`src/rtl/rst_seq_pkg.sv`:
```
// rst_seq shared types: sequencer states and cause-bit offsets.
// Offsets are relative to N_SRC inside the cause vector.
package rst_seq_pkg;

  typedef enum logic [1:0] {
    RS_WAIT_LOCK,
    RS_HOLD,
    RS_RELEASE,
    RS_RUN
  } rst_state_t;

  localparam int CAUSE_LOCK_OFS = 0;
  localparam int CAUSE_WDT_OFS  = 1;

endpackage

```
`src/rtl/rst_seq_if.sv`:
```
// rst_seq request/status bundle between board pins and the sequencer.
// master = pins/PLL/sysbus side, slave = the sequencer.
interface rst_seq_if #(
  parameter int N_SRC = 2,
  parameter int N_DOM = 4
);

  logic [N_SRC-1:0] src_req_n;
  logic             pll_locked;
  logic             wdt_kick;
  logic             cause_clr;
  logic [N_DOM-1:0] rst_out;
  logic             ready;
  logic [N_SRC+1:0] cause;

  modport master (
    output src_req_n, pll_locked,
    output wdt_kick, cause_clr,
    input  rst_out, ready, cause
  );

  modport slave (
    input  src_req_n, pll_locked,
    input  wdt_kick, cause_clr,
    output rst_out, ready, cause
  );

endinterface

```
`src/rtl/rst_seq_debounce.sv`:
```
// 2-FF synchroniser plus debounce counter for one active-low request.
// req is the debounced, active-high request level.
import rst_seq_pkg::*;

module rst_seq_debounce #(
  parameter int DEB_CYC = 500000
) (
  input  logic clk,
  input  logic rst,
  input  logic req_n,
  output logic req
);

  localparam int W = $clog2(DEB_CYC + 1);
  localparam logic [W-1:0] LAST = W'(DEB_CYC - 1);

  logic         s1;
  logic         s2;
  logic [W-1:0] cnt;

  always_ff @(posedge clk) begin
    if (rst) begin
      s1  <= 1'b1;
      s2  <= 1'b1;
      cnt <= '0;
      req <= 1'b0;
    end else begin
      s1 <= req_n;
      s2 <= s1;
      if (~s2 != req) begin
        if (cnt == LAST) begin
          req <= ~s2;
          cnt <= '0;
        end else begin
          cnt <= cnt + 1'b1;
        end
      end else begin
        cnt <= '0;
      end
    end
  end

endmodule

```
`src/rtl/rst_seq.sv`:
```
// Reset sequencer: debounced requests, PLL lock, hold, staggered release.
// Optional watchdog abort enabled with `define RST_SEQ_WDT_EN.
import rst_seq_pkg::*;

module rst_seq #(
  parameter int N_SRC     = 2,
  parameter int N_DOM     = 4,
  parameter int DEB_CYC   = 500000,
  parameter int HOLD_CYC  = 1024,
  parameter int STAGE_CYC = 16,
  parameter int WDT_CYC   = 50000000
) (
  input logic       clk,
  input logic       rst,
  rst_seq_if.slave  bus
);

  localparam int HW = $clog2(HOLD_CYC + 1);
  localparam int SW = $clog2(STAGE_CYC + 1);
  localparam int WW = $clog2(WDT_CYC + 1);
  localparam int CW = N_SRC + 2;

  localparam logic [HW-1:0] HOLD_LAST = HW'(HOLD_CYC - 1);
  localparam logic [SW-1:0] STG_LAST  = SW'(STAGE_CYC - 1);
  localparam logic [N_DOM-1:0] TOP_BIT = N_DOM'(1) << (N_DOM - 1);

  rst_state_t       state;
  logic [HW-1:0]    hcnt;
  logic [SW-1:0]    scnt;
  logic [N_SRC-1:0] deb;
  logic             l1;
  logic             l2;
  logic             lock;
  logic             req_any;
  logic             active;
  logic             abort;
  logic             wdt_fire;
  logic [CW-1:0]    cause_set;

  for (genvar i = 0; i < N_SRC; i++) begin : g_src
    rst_seq_debounce #(
      .DEB_CYC (DEB_CYC)
    ) u_deb (
      .clk   (clk),
      .rst   (rst),
      .req_n (bus.src_req_n[i]),
      .req   (deb[i])
    );
  end

  always_ff @(posedge clk) begin
    if (rst) begin
      l1 <= 1'b0;
      l2 <= 1'b0;
    end else begin
      l1 <= bus.pll_locked;
      l2 <= l1;
    end
  end

  assign lock    = l2;
  assign req_any = |deb;
  assign active  = (state == RS_RELEASE) ||
                   (state == RS_RUN);
  assign abort   = active &&
                   (!lock || req_any || wdt_fire);

`ifdef RST_SEQ_WDT_EN
  localparam logic [WW-1:0] WDT_LAST = WW'(WDT_CYC - 1);
  logic [WW-1:0] wcnt;

  always_ff @(posedge clk) begin
    if (rst) begin
      wcnt <= '0;
    end else if (state != RS_RUN || abort ||
                 bus.wdt_kick) begin
      wcnt <= '0;
    end else begin
      wcnt <= wcnt + 1'b1;
    end
  end

  assign wdt_fire = (state == RS_RUN) &&
                    !bus.wdt_kick &&
                    (wcnt == WDT_LAST);
`else
  logic [WW:0] unused_wdt;
  assign unused_wdt = {bus.wdt_kick, WW'(0)};
  assign wdt_fire   = 1'b0;
`endif

  always_comb begin
    cause_set = '0;
    if (abort) begin
      cause_set[N_SRC-1:0] = deb;
      cause_set[N_SRC+CAUSE_LOCK_OFS] = !lock;
      cause_set[N_SRC+CAUSE_WDT_OFS]  = wdt_fire;
    end
  end

  always_ff @(posedge clk) begin
    if (rst) begin
      state       <= RS_WAIT_LOCK;
      hcnt        <= '0;
      scnt        <= '0;
      bus.rst_out <= '1;
      bus.ready   <= 1'b0;
      bus.cause   <= '0;
    end else begin
      bus.cause <= (bus.cause_clr ? '0 : bus.cause)
                 | cause_set;
      unique case (state)
        RS_WAIT_LOCK: begin
          if (lock) begin
            state <= RS_HOLD;
            hcnt  <= '0;
          end
        end
        RS_HOLD: begin
          if (!lock) begin
            state <= RS_WAIT_LOCK;
            hcnt  <= '0;
          end else if (req_any) begin
            hcnt <= '0;
          end else if (hcnt == HOLD_LAST) begin
            hcnt <= '0;
            scnt <= '0;
            if (N_DOM == 1) begin
              state       <= RS_RUN;
              bus.rst_out <= '0;
              bus.ready   <= 1'b1;
            end else begin
              state       <= RS_RELEASE;
              bus.rst_out <= ~N_DOM'(1);
            end
          end else begin
            hcnt <= hcnt + 1'b1;
          end
        end
        RS_RELEASE, RS_RUN: begin
          if (abort) begin
            state       <= lock ? RS_HOLD
                                : RS_WAIT_LOCK;
            hcnt        <= '0;
            scnt        <= '0;
            bus.rst_out <= '1;
            bus.ready   <= 1'b0;
          end else if (state == RS_RELEASE) begin
            if (scnt == STG_LAST) begin
              scnt        <= '0;
              bus.rst_out <= bus.rst_out << 1;
              // dropping the last domain completes the sequence
              if (bus.rst_out == TOP_BIT) begin
                state     <= RS_RUN;
                bus.ready <= 1'b1;
              end
            end else begin
              scnt <= scnt + 1'b1;
            end
          end
        end
      endcase
    end
  end

endmodule

```
`src/flat_wrapper.sv`:
```
// flat-port wrapper written by rule: the top's interface ports become plain ports
module rst_seq_flat 
#(
  parameter int N_SRC     = 2,
  parameter int N_DOM     = 4,
  parameter int DEB_CYC   = 500000,
  parameter int HOLD_CYC  = 1024,
  parameter int STAGE_CYC = 16,
  parameter int WDT_CYC   = 50000000
)
  (clk, rst, bus_src_req_n, bus_pll_locked, bus_wdt_kick, bus_cause_clr, bus_rst_out, bus_ready, bus_cause);
  rst_seq_if #(.N_SRC(N_SRC), .N_DOM(N_DOM)) bus_i ();
  input logic clk;
  input logic rst;
  input wire logic [$bits(bus_i.src_req_n)-1:0] bus_src_req_n;
  input wire logic [$bits(bus_i.pll_locked)-1:0] bus_pll_locked;
  input wire logic [$bits(bus_i.wdt_kick)-1:0] bus_wdt_kick;
  input wire logic [$bits(bus_i.cause_clr)-1:0] bus_cause_clr;
  output wire logic [$bits(bus_i.rst_out)-1:0] bus_rst_out;
  output wire logic [$bits(bus_i.ready)-1:0] bus_ready;
  output wire logic [$bits(bus_i.cause)-1:0] bus_cause;
  assign bus_i.src_req_n = bus_src_req_n;
  assign bus_i.pll_locked = bus_pll_locked;
  assign bus_i.wdt_kick = bus_wdt_kick;
  assign bus_i.cause_clr = bus_cause_clr;
  assign bus_rst_out = bus_i.rst_out;
  assign bus_ready = bus_i.ready;
  assign bus_cause = bus_i.cause;
  rst_seq #(.N_SRC(N_SRC), .N_DOM(N_DOM), .DEB_CYC(DEB_CYC), .HOLD_CYC(HOLD_CYC), .STAGE_CYC(STAGE_CYC), .WDT_CYC(WDT_CYC)) u_core (.clk(clk), .rst(rst), .bus(bus_i));
endmodule
```
`config.mk`:
```
export PLATFORM = sky130hd
export DESIGN_NAME = rst_seq_flat
export DESIGN_NICKNAME = d
export VERILOG_FILES = /design/src/rtl/rst_seq_pkg.sv /design/src/rtl/rst_seq_if.sv /design/src/rtl/rst_seq_debounce.sv /design/src/rtl/rst_seq.sv /design/src/flat_wrapper.sv
export SDC_FILE = /design/constraint.sdc
export NUM_CORES = 1
export LEC_CHECK = 0
export BUFFER_PORTS_ARGS = -buffer_cell sky130_fd_sc_hd__clkbuf_2
export CORE_AREA = 2 2 124 102
export DETAILED_ROUTE_END_ITERATION = 8
export DIE_AREA = 0 0 126 104
export GPL_TIMING_DRIVEN = 0
export SLEW_MARGIN = 20
export SYNTH_ARGS = -nofsm -noshare
export SYNTH_HDL_FRONTEND = slang
export SYNTH_HIERARCHICAL = 1
export SYNTH_SLANG_ARGS = --single-unit
export TNS_END_PERCENT = 20
```
`constraint.sdc`:
```
create_clock -name clk -period 2 [get_ports clk]
set_input_delay 0.1 -clock clk [delete_from_list [all_inputs] [get_ports clk]]
set_output_delay 0.1 -clock clk [all_outputs]
set_load 0.03 [all_outputs]
```
**After elaboration in Yosys (flattened, before gate mapping)**

Cells that the tools add are included.

- Eq/ne operators: 20
- Mux-type cells: 36
- Bitwise logic cells: 5
- $add $sub $neg: 4
- Reductions and logical operators: 20

Operators by type and width:

| cell | count |
|---|---|
| two-way mux 11 bit | 5 |
| adder 19 x 1 -> 19 bit (second input constant) | 2 |
| == test 19 bit (second input constant) | 2 |
| one-hot mux 11 bit (3 select lines) | 1 |
| two-way mux 5 bit | 6 |
| two-way mux 4 bit | 7 |
| two-way mux 2 bit | 8 |
| AND reduction 6 bit | 2 |
| adder 11 x 1 -> 11 bit (second input constant) | 1 |
| == test 11 x 10 -> 1 bit (second input constant) | 1 |
| one-hot mux 5 bit (2 select lines) | 1 |
| != test 3 x 1 -> 1 bit (second input constant) | 3 |
| != test 2 x 1 -> 1 bit (second input constant) | 4 |
| one-hot mux 4 bit (2 select lines) | 1 |
| nonzero test 2 bit | 4 |
| != test 3 bit (second input constant) | 2 |
| one-hot mux 2 bit (3 select lines) | 1 |
| AND reduction 2 bit | 3 |
| OR reduction 3 bit | 2 |
| adder 5 x 1 -> 5 bit (second input constant) | 1 |
| == test 5 x 4 -> 1 bit (second input constant) | 1 |
| two-way mux 1 bit | 5 |
| AND reduction 5 bit | 1 |
| == test 2 bit (second input constant) | 2 |
| 13 further kinds | 19 |

- Word-level logic and storage cells: 101
- Register bits after elaboration: 73
- Input port bits: 7
- Output and inout bits: 9

**Longest topological paths before layout**

- Depth in word-level cells: 6
- Depth in mapped cells: 7
- Gate-level depth less buffers: 5

**By module**

The synthesis kept the hierarchy.

By module, submodules not included:

| module | area an instance (um^2) | cells an instance | instances |
|---|---|---|---|
| rst_seq | 1410.1 | 165 | 1 |
| rst_seq_debounce at u_core.g_src[0].u_deb | 1084.8 | 110 | 1 |
| rst_seq_debounce at u_core.g_src[1].u_deb | 1016.0 | 112 | 1 |

**Worst setup path after synthesis**

No wires, ideal clock.

- Path kind: reg2reg
- Start: register u_core.scnt[0]
- End: register u_core.bus.rst_out[3]
- Path slack: 274 ps
- Data arrival time: 1604 ps
- Cell stages (with the launch flop): 6
- Library setup time: 122 ps
- Period minus slack after synthesis: 1726 ps
- Cells stage by stage: dfxtp_1 ha_1 nand4b_1 or3_1 or3_1 o32a_1

- Cells in the longest elaborated chain, start to end: 3

Ends and longest elaborated chain:

| element | line | text |
|---|---|---|
| from (decl) | rst_seq.sv:29 | `logic [SW-1:0] scnt;` |
| from (signal assigned) | rst_seq.sv:158 | `scnt <= scnt + 1'b1;` |
| == test 5 x 4 -> 1 bit | rst_seq.sv:149 | `if (scnt == STG_LAST) begin` |
| != test 3 x 1 -> 1 bit (no source line) | - |  |
| AND reduction 6 bit (no source line) | - |  |
| to (signal assigned) | rst_seq.sv:134 | `bus.rst_out <= ~N_DOM'(1);` |
| to (signal assigned) | rst_seq.sv:151 | `bus.rst_out <= bus.rst_out << 1;` |
| to (decl) | rst_seq_if.sv:25 | `output rst_out, ready, cause` |

No other way between the ends.
A chain may end at the register's enable or synchronous reset.

**Final worst setup path**

Ends and elaborated chain as after synthesis.

==> results.sh <==
export IMPL_synth_cell_types=67
export IMPL_status="completed"
export IMPL_power_density_mw_per_mm2=835.7
export IMPL_critPathMaxFanout=6
export IMPL_synth_ff_type="dfxtp_1"
export IMPL_synthArstFlopShare_pct=0
export IMPL_syn_area_per_cell_sq_um=9.072
export IMPL_cts_buffer_depth=2
export IMPL_peakVddDrop_v=0.0004948
export IMPL_start_util_pct=29.52
export IMPL_grt_met1_usage_pct=15.86
export IMPL_port_buffers=13
export IMPL_cts_root_buf="clkbuf_16"
export IMPL_finalCriticalPeriod_ns=1.930
export IMPL_area_growth_synth_to_final_pct=17.21
export IMPL_layout_setup_ws_ns=0.06966
export IMPL_grt_max_degree=15
export IMPL_coreArea_sq_mm=0.01189
export IMPL_ys_seq_area_share_pct=41.05
export IMPL_via_per_inst=5.056
export IMPL_yosys_area_share_simple_pct=33.36
export IMPL_synth_xor_area_share_pct=7.484
export IMPL_die_w_um=126
export IMPL_preCtsSetupSlack_ns=0.1060
export IMPL_criticalPathCategory="register to register"
export IMPL_antenna_found_initial=0
export IMPL_final_area_sq_mm=0.004115
export IMPL_clock_latency_ns=0.33
export IMPL_firstDrtPassIters=4
export IMPL_clk_pin_slew_ns=0.06
export IMPL_critPathCaptureType="register"
export IMPL_io_pins=16
export IMPL_numCtsBuffers=9
export IMPL_grt_overflow=0
export IMPL_hold_viol=0
export IMPL_crit_arrival_ns=2.15
export IMPL_grtUsageMet3_pct=2.469
export IMPL_synth_compound_area_share_pct=11.33
export IMPL_cts_tree="done"
export IMPL_num_rows=36
export IMPL_path_buf_inv=0
export IMPL_drive_above_1_share_pct=16.59
export IMPL_grt_usage_pct=11.53
export IMPL_fin_crit_sh_pct=96.52
export IMPL_die_area_sq_mm=0.01310
export IMPL_worst_pin_slew_ns=0.5726
export IMPL_cp_cell_sequence="ha_2 -> nand4b_1 -> or3_1 -> or3_1 -> o32a_1"
export IMPL_gp_congestion=0.8767
export IMPL_max_clock_freq_ghz=0.5180
export IMPL_finalNetCount=428
export IMPL_required_ns=2.22
export IMPL_synth_area_sq_mm=0.003511
export IMPL_cts_sinks=72
export IMPL_ys_seq_elements=72
export IMPL_syn_nets=398
export IMPL_wl_per_cell_um=12.92
export IMPL_synth_edf_count=0
export IMPL_skew_ns=0.007828
export IMPL_grt_pass1_wl_mm=12.60
export IMPL_placed_area_sq_mm=0.003766
export IMPL_slew_headroom_pct=61.83
export IMPL_power_leakage_nw=1.373
export IMPL_hold_class="input port to register"
export IMPL_slowest_delay_ns=0.42
export IMPL_cts_max_level=3
export IMPL_hpwl_mm=5.199
export IMPL_synthMuxAreaShare_pct=0.2851
export IMPL_die_height_um=104
export IMPL_yosys_warnings=6
export IMPL_totalWireLength_mm=7.415
export IMPL_synth_cells=387
export IMPL_slew_viol_final=0
export IMPL_vias=2902
export IMPL_cp_slowest_cell="or3_1"
export IMPL_synthAdderAreaFrac_pct=1.426
export IMPL_final_common_cell="dfxtp_1"
export IMPL_cp_top_family="simple AND/OR/NAND/NOR gates"
export IMPL_synth_top_family_by_area="simple AND/OR/NAND/NOR gates"
export IMPL_final_cell_mix="dfxtp_1 (72), nor2_1 (48), nand2_1 (24)"
export IMPL_diodes=0
export IMPL_p_total_mw=3.439
export IMPL_post_route_util_pct=34.61
export IMPL_maxCapViolCount=0
export IMPL_grt_pass1_vias=2658
export IMPL_ant_nets=0
export IMPL_finalSetupViolCount=0
export IMPL_crit_top_cell="or3_1"
export IMPL_top_usage_layer="met2"
export IMPL_grtUsageMet2_pct=17.63
export IMPL_whs_ns=0.06650
export IMPL_drt_initial_drc_count=153
export IMPL_startpoint_type="register"
export IMPL_remaining_drc_errors=0
-- timing repair --
item | in CTS | in global routing
buffers inserted | 0 | 3
hold buffers | 3 | 0
endpoints found under the setup margin | 0 | 7
hold endpoints to repair | 3 | 0
resized for setup | 0 | 2
-- cell usage after synthesis, types with 3 or more instances --
library cell,n,area [sq um]
a211oi_1,4,30.03
a21oi_1,14,70.07
a31oi_1,7,43.79
and3_1,5,31.28
and4_1,5,43.79
buf_2,3,15.01
buf_6,5,56.30
clkbuf_1,4,15.01
dfxtp_1,72,1441
ha_1,4,50.05
inv_1,14,52.55
nand2_1,24,90.09
nand2b_1,4,25.02
nand3_1,20,100.1
nand3b_1,3,22.52
nand4_1,14,87.58
nand4b_1,3,26.28
nor2_1,48,180.2
nor2b_1,3,18.77
nor3_1,13,65.06
nor3b_1,3,22.52
nor4_1,8,50.05
nor4_4,3,63.81
o21ai_0,9,45.04
o221ai_1,3,26.28
o32a_1,3,30.03
or2_2,5,31.28
or3_1,6,37.54
or4_1,4,30.03
xnor2_1,21,183.9
xor2_1,9,78.83
-- stage by stage --
stage          cells  TNS [ns]
2_1_floorplan    387         0
3_3_place_gp     552         0
3_5_place_dp     552         0
4_1_cts          571         0
5_1_grt          574  -0.01115
6_report         574         0
-- worst min-delay path, stage by stage --
cell      delay, ns
clkbuf_2       0.08
inv_1          0.06
nand2_1        0.06
a21oi_1        0.06
-- cell families after synthesis --
family,count (synthesis)
DFF,72
muxes,1
other,1
buffers and inverters,29
AOI/OAI and AO/OA,57
xor gates and xnor gates,30
and+or+nand+nor,193
adders and majority gates,4
-- metal layers --
layer / wire [um] / share of wire [%]
met1: 3750 / 51
met2: 3371 / 45
met3: 208 / 2.8
met4: 85 / 1.1
met5: 0 / 0
-- power breakdown --
group / leakage [nW] / total [mW] / internal (mW) / switching [mW]
sequential: 0.582 / 1.49 / 1.47 / 0.0197
combinational: 0.655 / 0.426 / 0.158 / 0.268
clock: 0.136 / 1.53 / 0.888 / 0.638
-- state kept, by name (all words and copies together), names as in the netlist --
| name | count |
|---|---|
| u_core/bus.ready | 1 |
| u_core/bus.rst_out | 4 |
| u_core/g_src.u_deb/s2 | 2 |
| u_core/g_src.u_deb/req | 2 |
| u_core/g_src.u_deb/cnt | 38 |
| u_core/l1 | 1 |
| u_core/bus.cause | 3 |
| u_core/scnt | 5 |
| u_core/hcnt | 11 |
| u_core/g_src.u_deb/s1 | 2 |
| u_core/state | 2 |
| u_core/l2 | 1 |
-- cell type report --
cell class	instances	area (sq um)
multi-input combinational	286	1903
buffer	15	121.4
inverter	14	52.55
sequential	72	1441
tap	152	190.2
timing repair buffer	19	117.6
clock buffer	10	239.0
clock inverter	6	50.05
fill	1234	7776
-- worst paths after layout --
path,start,end,slack [ns],cells past startpoint
min,bus_cause_clr,u_core/bus.cause[2],0.07,4
max reg2reg,u_core/scnt[0],u_core/bus.rst_out[3],0.07,5
max,u_core/scnt[0],u_core/bus.rst_out[3],0.07,5
min reg2reg,u_core/g_src[0].u_deb/s1,u_core/g_src[0].u_deb/s2,0.41,1
No activity file was read; power rests on OpenSTA's default activity.
